### config.mk
export PLATFORM = sky130hd
export DESIGN_NAME = store_buffer
export DESIGN_NICKNAME = d
export VERILOG_FILES = /design/src/rtl/sb_pkg.sv /design/src/rtl/sb_match.sv /design/src/rtl/store_buffer.sv
export SDC_FILE = /design/constraint.sdc
export NUM_CORES = 1
export LEC_CHECK = 0
export BUFFER_PORTS_ARGS = -buffer_cell sky130_fd_sc_hd__buf_2
export CORE_UTILIZATION = 39
export CTS_CLUSTER_SIZE = 12
export DETAILED_ROUTE_END_ITERATION = 8
export PLACE_DENSITY_LB_ADDON = 0.1
export SETUP_SLACK_MARGIN = 0.02
export SLEW_MARGIN = 40
export SYNTH_ARGS = -nofsm -noshare
export SYNTH_HDL_FRONTEND = slang
export SYNTH_HIERARCHICAL = 1
export SYNTH_SLANG_ARGS = --single-unit
### constraint.sdc
create_clock -name clk -period 4.8 [get_ports clk]
set_clock_uncertainty 0.05 [all_clocks]
set_input_delay 0.24 -clock clk [delete_from_list [all_inputs] [get_ports clk]]
set_output_delay 0.24 -clock clk [all_outputs]
set_load 0.02 [all_outputs]
### src/rtl/sb_pkg.sv
// Shared types and sizing helpers for the store buffer (store_buffer, sb_match).
package sb_pkg;

  localparam int SB_DEPTH = 4;
  localparam int SB_AW    = 32;
  localparam int SB_DW    = 32;
  localparam int PTR_W    = $clog2(SB_DEPTH);

  // One queued store: word address plus data, at the default widths.
  typedef struct packed {
    logic [SB_AW-1:2] addr;
    logic [SB_DW-1:0] data;
  } sb_entry_t;

  function automatic int ptr_width(input int depth);
    return (depth > 1) ? $clog2(depth) : 1;
  endfunction

endpackage

### src/rtl/sb_match.sv
// Youngest-first priority select over the per-entry address match vector;
// returns whether any entry hit and the data of the youngest hitting entry.
module sb_match
  import sb_pkg::*;
#(
  parameter int DEPTH = SB_DEPTH,
  parameter int DW    = SB_DW,
  parameter int PW    = ptr_width(DEPTH)
) (
  input  logic [DEPTH-1:0] match_i,
  input  logic [DW-1:0]    data_i [DEPTH],
  input  logic [PW-1:0]    tail_i,
  output logic             hit_o,
  output logic [DW-1:0]    fwd_data_o
);

  // Walk from oldest (tail-DEPTH) to youngest (tail-1); the last match written wins.
  always_comb begin
    hit_o      = 1'b0;
    fwd_data_o = '0;
    for (int k = DEPTH; k >= 1; k--) begin
      if (match_i[tail_i - PW'(k)]) begin
        hit_o      = 1'b1;
        fwd_data_o = data_i[tail_i - PW'(k)];
      end
    end
  end

endmodule

### src/rtl/store_buffer.sv
// Posted-write store buffer between the core M stage and a single-ported data memory.
// Define STORE_FWD_EN to forward load hits from the buffer instead of stalling them.
module store_buffer
  import sb_pkg::*;
#(
  parameter int DEPTH = SB_DEPTH,
  parameter int AW    = SB_AW,
  parameter int DW    = SB_DW
) (
  input  logic          clk,
  input  logic          reset,
  input  logic          MemWriteM,
  input  logic          MemReadM,
  input  logic [AW-1:0] ALUOutM,
  input  logic [DW-1:0] WriteDataM,
  output logic [DW-1:0] ReadDataM,
  output logic          StallM,
  output logic          mem_we,
  output logic [AW-1:0] mem_a,
  output logic [DW-1:0] mem_wd,
  input  logic [DW-1:0] mem_rd,
  input  logic          mem_ready,
  output logic          sb_empty
);

  localparam int          PW       = ptr_width(DEPTH);
  localparam logic [PW:0] FULL_CNT = (PW+1)'(DEPTH);

  logic [AW-1:2]    addr_q [DEPTH];
  logic [DW-1:0]    data_q [DEPTH];
  logic [PW-1:0]    head_q, head_d;
  logic [PW-1:0]    tail_q, tail_d;
  logic [PW:0]      count_q, count_d;
  logic [DEPTH-1:0] match;
  logic             full, load, hit, port_load, drain, enq, stall;

  assign full     = (count_q == FULL_CNT);
  assign sb_empty = (count_q == '0);
  assign load     = MemReadM & ~MemWriteM;

  // An entry is valid when its distance from head is below count.
  for (genvar gi = 0; gi < DEPTH; gi++) begin : g_cmp
    logic [PW-1:0] age;
    assign age       = PW'(gi) - head_q;
    assign match[gi] = ({1'b0, age} < count_q) && (addr_q[gi] == ALUOutM[AW-1:2]);
  end

`ifdef STORE_FWD_EN
  logic [DW-1:0] fwd_data;

  sb_match #(
    .DEPTH (DEPTH),
    .DW    (DW),
    .PW    (PW)
  ) u_match (
    .match_i    (match),
    .data_i     (data_q),
    .tail_i     (tail_q),
    .hit_o      (hit),
    .fwd_data_o (fwd_data)
  );

  assign stall = MemWriteM & full & ~drain;
`else
  assign hit   = |match;
  assign stall = (MemWriteM & full & ~drain) | (load & hit);
`endif

  // A hitting load never uses the port: it is either forwarded or stalled.
  assign port_load = load & ~hit;
  assign drain     = ~sb_empty & mem_ready & ~port_load;
  assign enq       = MemWriteM & ~stall;

  assign StallM = stall;
  assign mem_we = drain;
  assign mem_a  = port_load ? ALUOutM : {addr_q[head_q], 2'b00};
  assign mem_wd = data_q[head_q];

  always_comb begin
    ReadDataM = mem_rd;
    if (!reset || MemWriteM) begin
      ReadDataM = '0;
    end
`ifdef STORE_FWD_EN
    else if (load && hit) begin
      ReadDataM = fwd_data;
    end
`endif
  end

  always_comb begin
    head_d  = head_q;
    tail_d  = tail_q;
    count_d = count_q;
    if (enq)   tail_d = tail_q + PW'(1);
    if (drain) head_d = head_q + PW'(1);
    if (enq && !drain)      count_d = count_q + (PW+1)'(1);
    else if (drain && !enq) count_d = count_q - (PW+1)'(1);
  end

  always_ff @(posedge clk or negedge reset) begin
    if (!reset) begin
      head_q  <= '0;
      tail_q  <= '0;
      count_q <= '0;
    end else begin
      head_q  <= head_d;
      tail_q  <= tail_d;
      count_q <= count_d;
    end
  end

  always_ff @(posedge clk) begin
    if (enq) begin
      addr_q[tail_q] <= ALUOutM[AW-1:2];
      data_q[tail_q] <= WriteDataM;
    end
  end

endmodule

==> impl_metrics.yaml <==
synthesis:
  synth_seq_area_share_pct: 63.10
  synth_top_area_share_pct: 61.65
  synth_area_leaders: "edfxtp_1, xor2_1, mux4_2"
  synth.avg_cell_area_um2: 18.58
  synth_edf_count: 248
  syn_inst: 650
  synth-warning-count: 6
  synth_top_cell_by_area: "edfxtp_1"
  async_reset_ff_share_pct: 2.745
  synth_seq_cells: 255
  ys_types: 42
  synth_ff_type: "edfxtp_1"
  synth_area_mm2: 0.01208
  syn-num-nets: 761
routing:
  wl_met1_mm: 12.05
  dr.pass1.iters: 5
  ant_nets: 0
  wl_per_cell_um: 21.51
  top_layer: "met5"
  detail_route.drc_violations: 0
  drt_iter0_markers: 405
  routed_wl_mm: 27.88
  wl_met2_mm: 13.63
  vias: 6484
  wl_met3_mm: 1.762
  drt-vias-per-instance: 5.003
timing:
  setup_viol: 0
  period_share_pct: 85.03
  worstMarginPinSlew_ns: 0.7665
  fmax_ghz: 0.2450
  period_minus_slack_ns: 4.081
  setup_tns_ns: 0
  hold_viol: 0
  slew_headroom_pct: 48.90
  fin_ws_ns: 0.7187
  rsz0062_at_grt: "no"
  slew_violations: 0
die:
  fp.dieH_um: 178.0
  start_util_pct: 39.59
  die_w_um: 178.0
  die-area_mm2: 0.03168
  core_mm2: 0.03051
  pin_count: 200
  rows: 64
clock_tree:
  cts_buffer_depth: 3
  cts_tree: "yes"
  cts.sinks: 255
  clock-root-buffer: "clkbuf_16"
  post-cts-setup-buffers: 0
  htreeDepth: 1
  clk_latency_ns: 0.53
  path_clk_slew_ns: 0.06
  cts_buffers: 28
placement:
  place_area_mm2: 0.01320
  gp_congestion: 0.8068
  portBuffers: 199
  place_inst: 1203
  dp_hpwl_mm: 18.95
  dpl_worst_slack_ns: 1.188
run_status:
  status: "completed"
setup_path:
  cp.required_ns: 4.51
  arrival_ns: 3.79
  worstSetupPathType: "flop to primary output"
  end_kind: "primary output"
  start_kind: "flop"
  path_max_fanout: 30
finish:
  fin_nets: 995
  fin_area_mm2: 0.01450
  layout_common_cells: "edfxtp_1, buf_2, xor2_1"
  fin_cells: 1296
  drive_gt1_share_pct: 38.26
  layout_commonest_cell: "edfxtp_1"
  syn2layout_area_growth_pct: 20.01
grt:
  grt_pass1_wl_mm: 41.64
  grt_max_degree: 47
  track_usage_pct: 17.83
  overflow: 0
  antenna_found_initial: 2
  first_global_vias: 6906
power:
  leakagePower_nw: 5.390
  peakVddDrop_mv: 0.2850
  p_per_area_mw_per_mm2: 551.5
  power_mw: 7.995
worst_hold_path:
  hold_path_class: "input port to flop"
job:
  maxCapViolCount: 0
per-stage QoR:
stage	util, %	hold WS, ns
2_1_floorplan	-	-0.1056
3_3_place_gp	43.26	0.05206
3_5_place_dp	43.28	0.05853
4_1_cts	47.51	0.002981
5_1_grt	47.51	0.004560
6_report	47.51	0.02113
synthesized netlist by cell type (all sizes together) (2+ instances only):
cell and number:
mux4 62, a21oi 3, o21ai 2, nand3 4, edfxtp 248, a2111oi 4
xnor2 17, buf 40, nand4 4, and3 2, and2 36, o2111ai 4
mux2 31, nor2b 2, nand2 3, dfrtp 7, clkbuf 11, nor4 25
nor3 5, xor2 110, inv 14, ha 9
state kept, by name, summed over array words and instances (netlist names):
| signal | flops |
|---|---|
| data_q | 128 |
| addr_q | 120 |
| count_q | 3 |
| head_q | 2 |
| tail_q | 2 |
worst paths after layout:
path	startpoint	endpoint	slack, ns	cells after the start
worst max-delay path	head_q[1]	mem_a[28]	0.72	9
worst min-delay path	ALUOutM[2]	addr_q[0][0]	0.02	1
worst max register to register	head_q[1]	count_q[2]	1.27	14
worst min register to register	count_q[0]	count_q[0]	0.58	1
max in group asynchronous	reset	head_q[0]	4.43	2
min in group asynchronous	reset	tail_q[1]	0.05	2
cell type report:
cell class | instances | area, µm²
timing repair buffer | 256 | 1570
clock inverter | 9 | 67.56
multi-input combinational | 329 | 3929
fill | 2648 | 16010
inverter | 14 | 52.55
sequential | 255 | 7627
tap | 396 | 495.5
clock buffer | 36 | 752.0
antenna | 1 | 2.502
where the power goes:
part / internal (mW) / leakage [nW] / switching (mW) / total, mW
clock: 1.14 / 0.398 / 0.798 / 1.94
sequential: 2.94 / 2.35 / 0.242 / 3.18
combinational: 1.27 / 2.64 / 1.60 / 2.88
total: 5.35 / 5.39 / 2.64 / 8.00
per-layer routing:
| layer | GRT usage (%) | vias up |
|---|---|---|
| li1 | - | 2967 |
| met1 | 24.00 | 3252 |
| met2 | 30.37 | 224 |
| met3 | 2.728 | 39 |
| met4 | 4.095 | 2 |
| met5 | 0 | - |
logic make-up after synthesis:
logic type / count (synthesis) / synth area share [%]
DFF: 255 / 63.10
xor gates and xnor gates: 127 / 9.209
muxes: 93 / 16.13
and+or+nand+nor: 85 / 4.703
buffers and inverters: 66 / 4.423
AOI/OAI and AO/OA: 14 / 1.336
adders and majority gates: 10 / 1.098
timing repair:
action,4_1_cts,5_1_grt
hold buffers,47,0
hold endpoints to repair,191,0
gates resized for setup,0,0
critical path, stage by stage (launching register included):
cell and delay (ns):
dfrtp_2 0.53, buf_4 0.43, ha_1 0.24, inv_1 0.05, o2111ai_1 0.23, a2111oi_2 0.10
nor4_4 0.51, nand2_4 0.52, mux2_4 0.46, buf_2 0.16
Note: power is estimated with default switching activity, not from simulation.
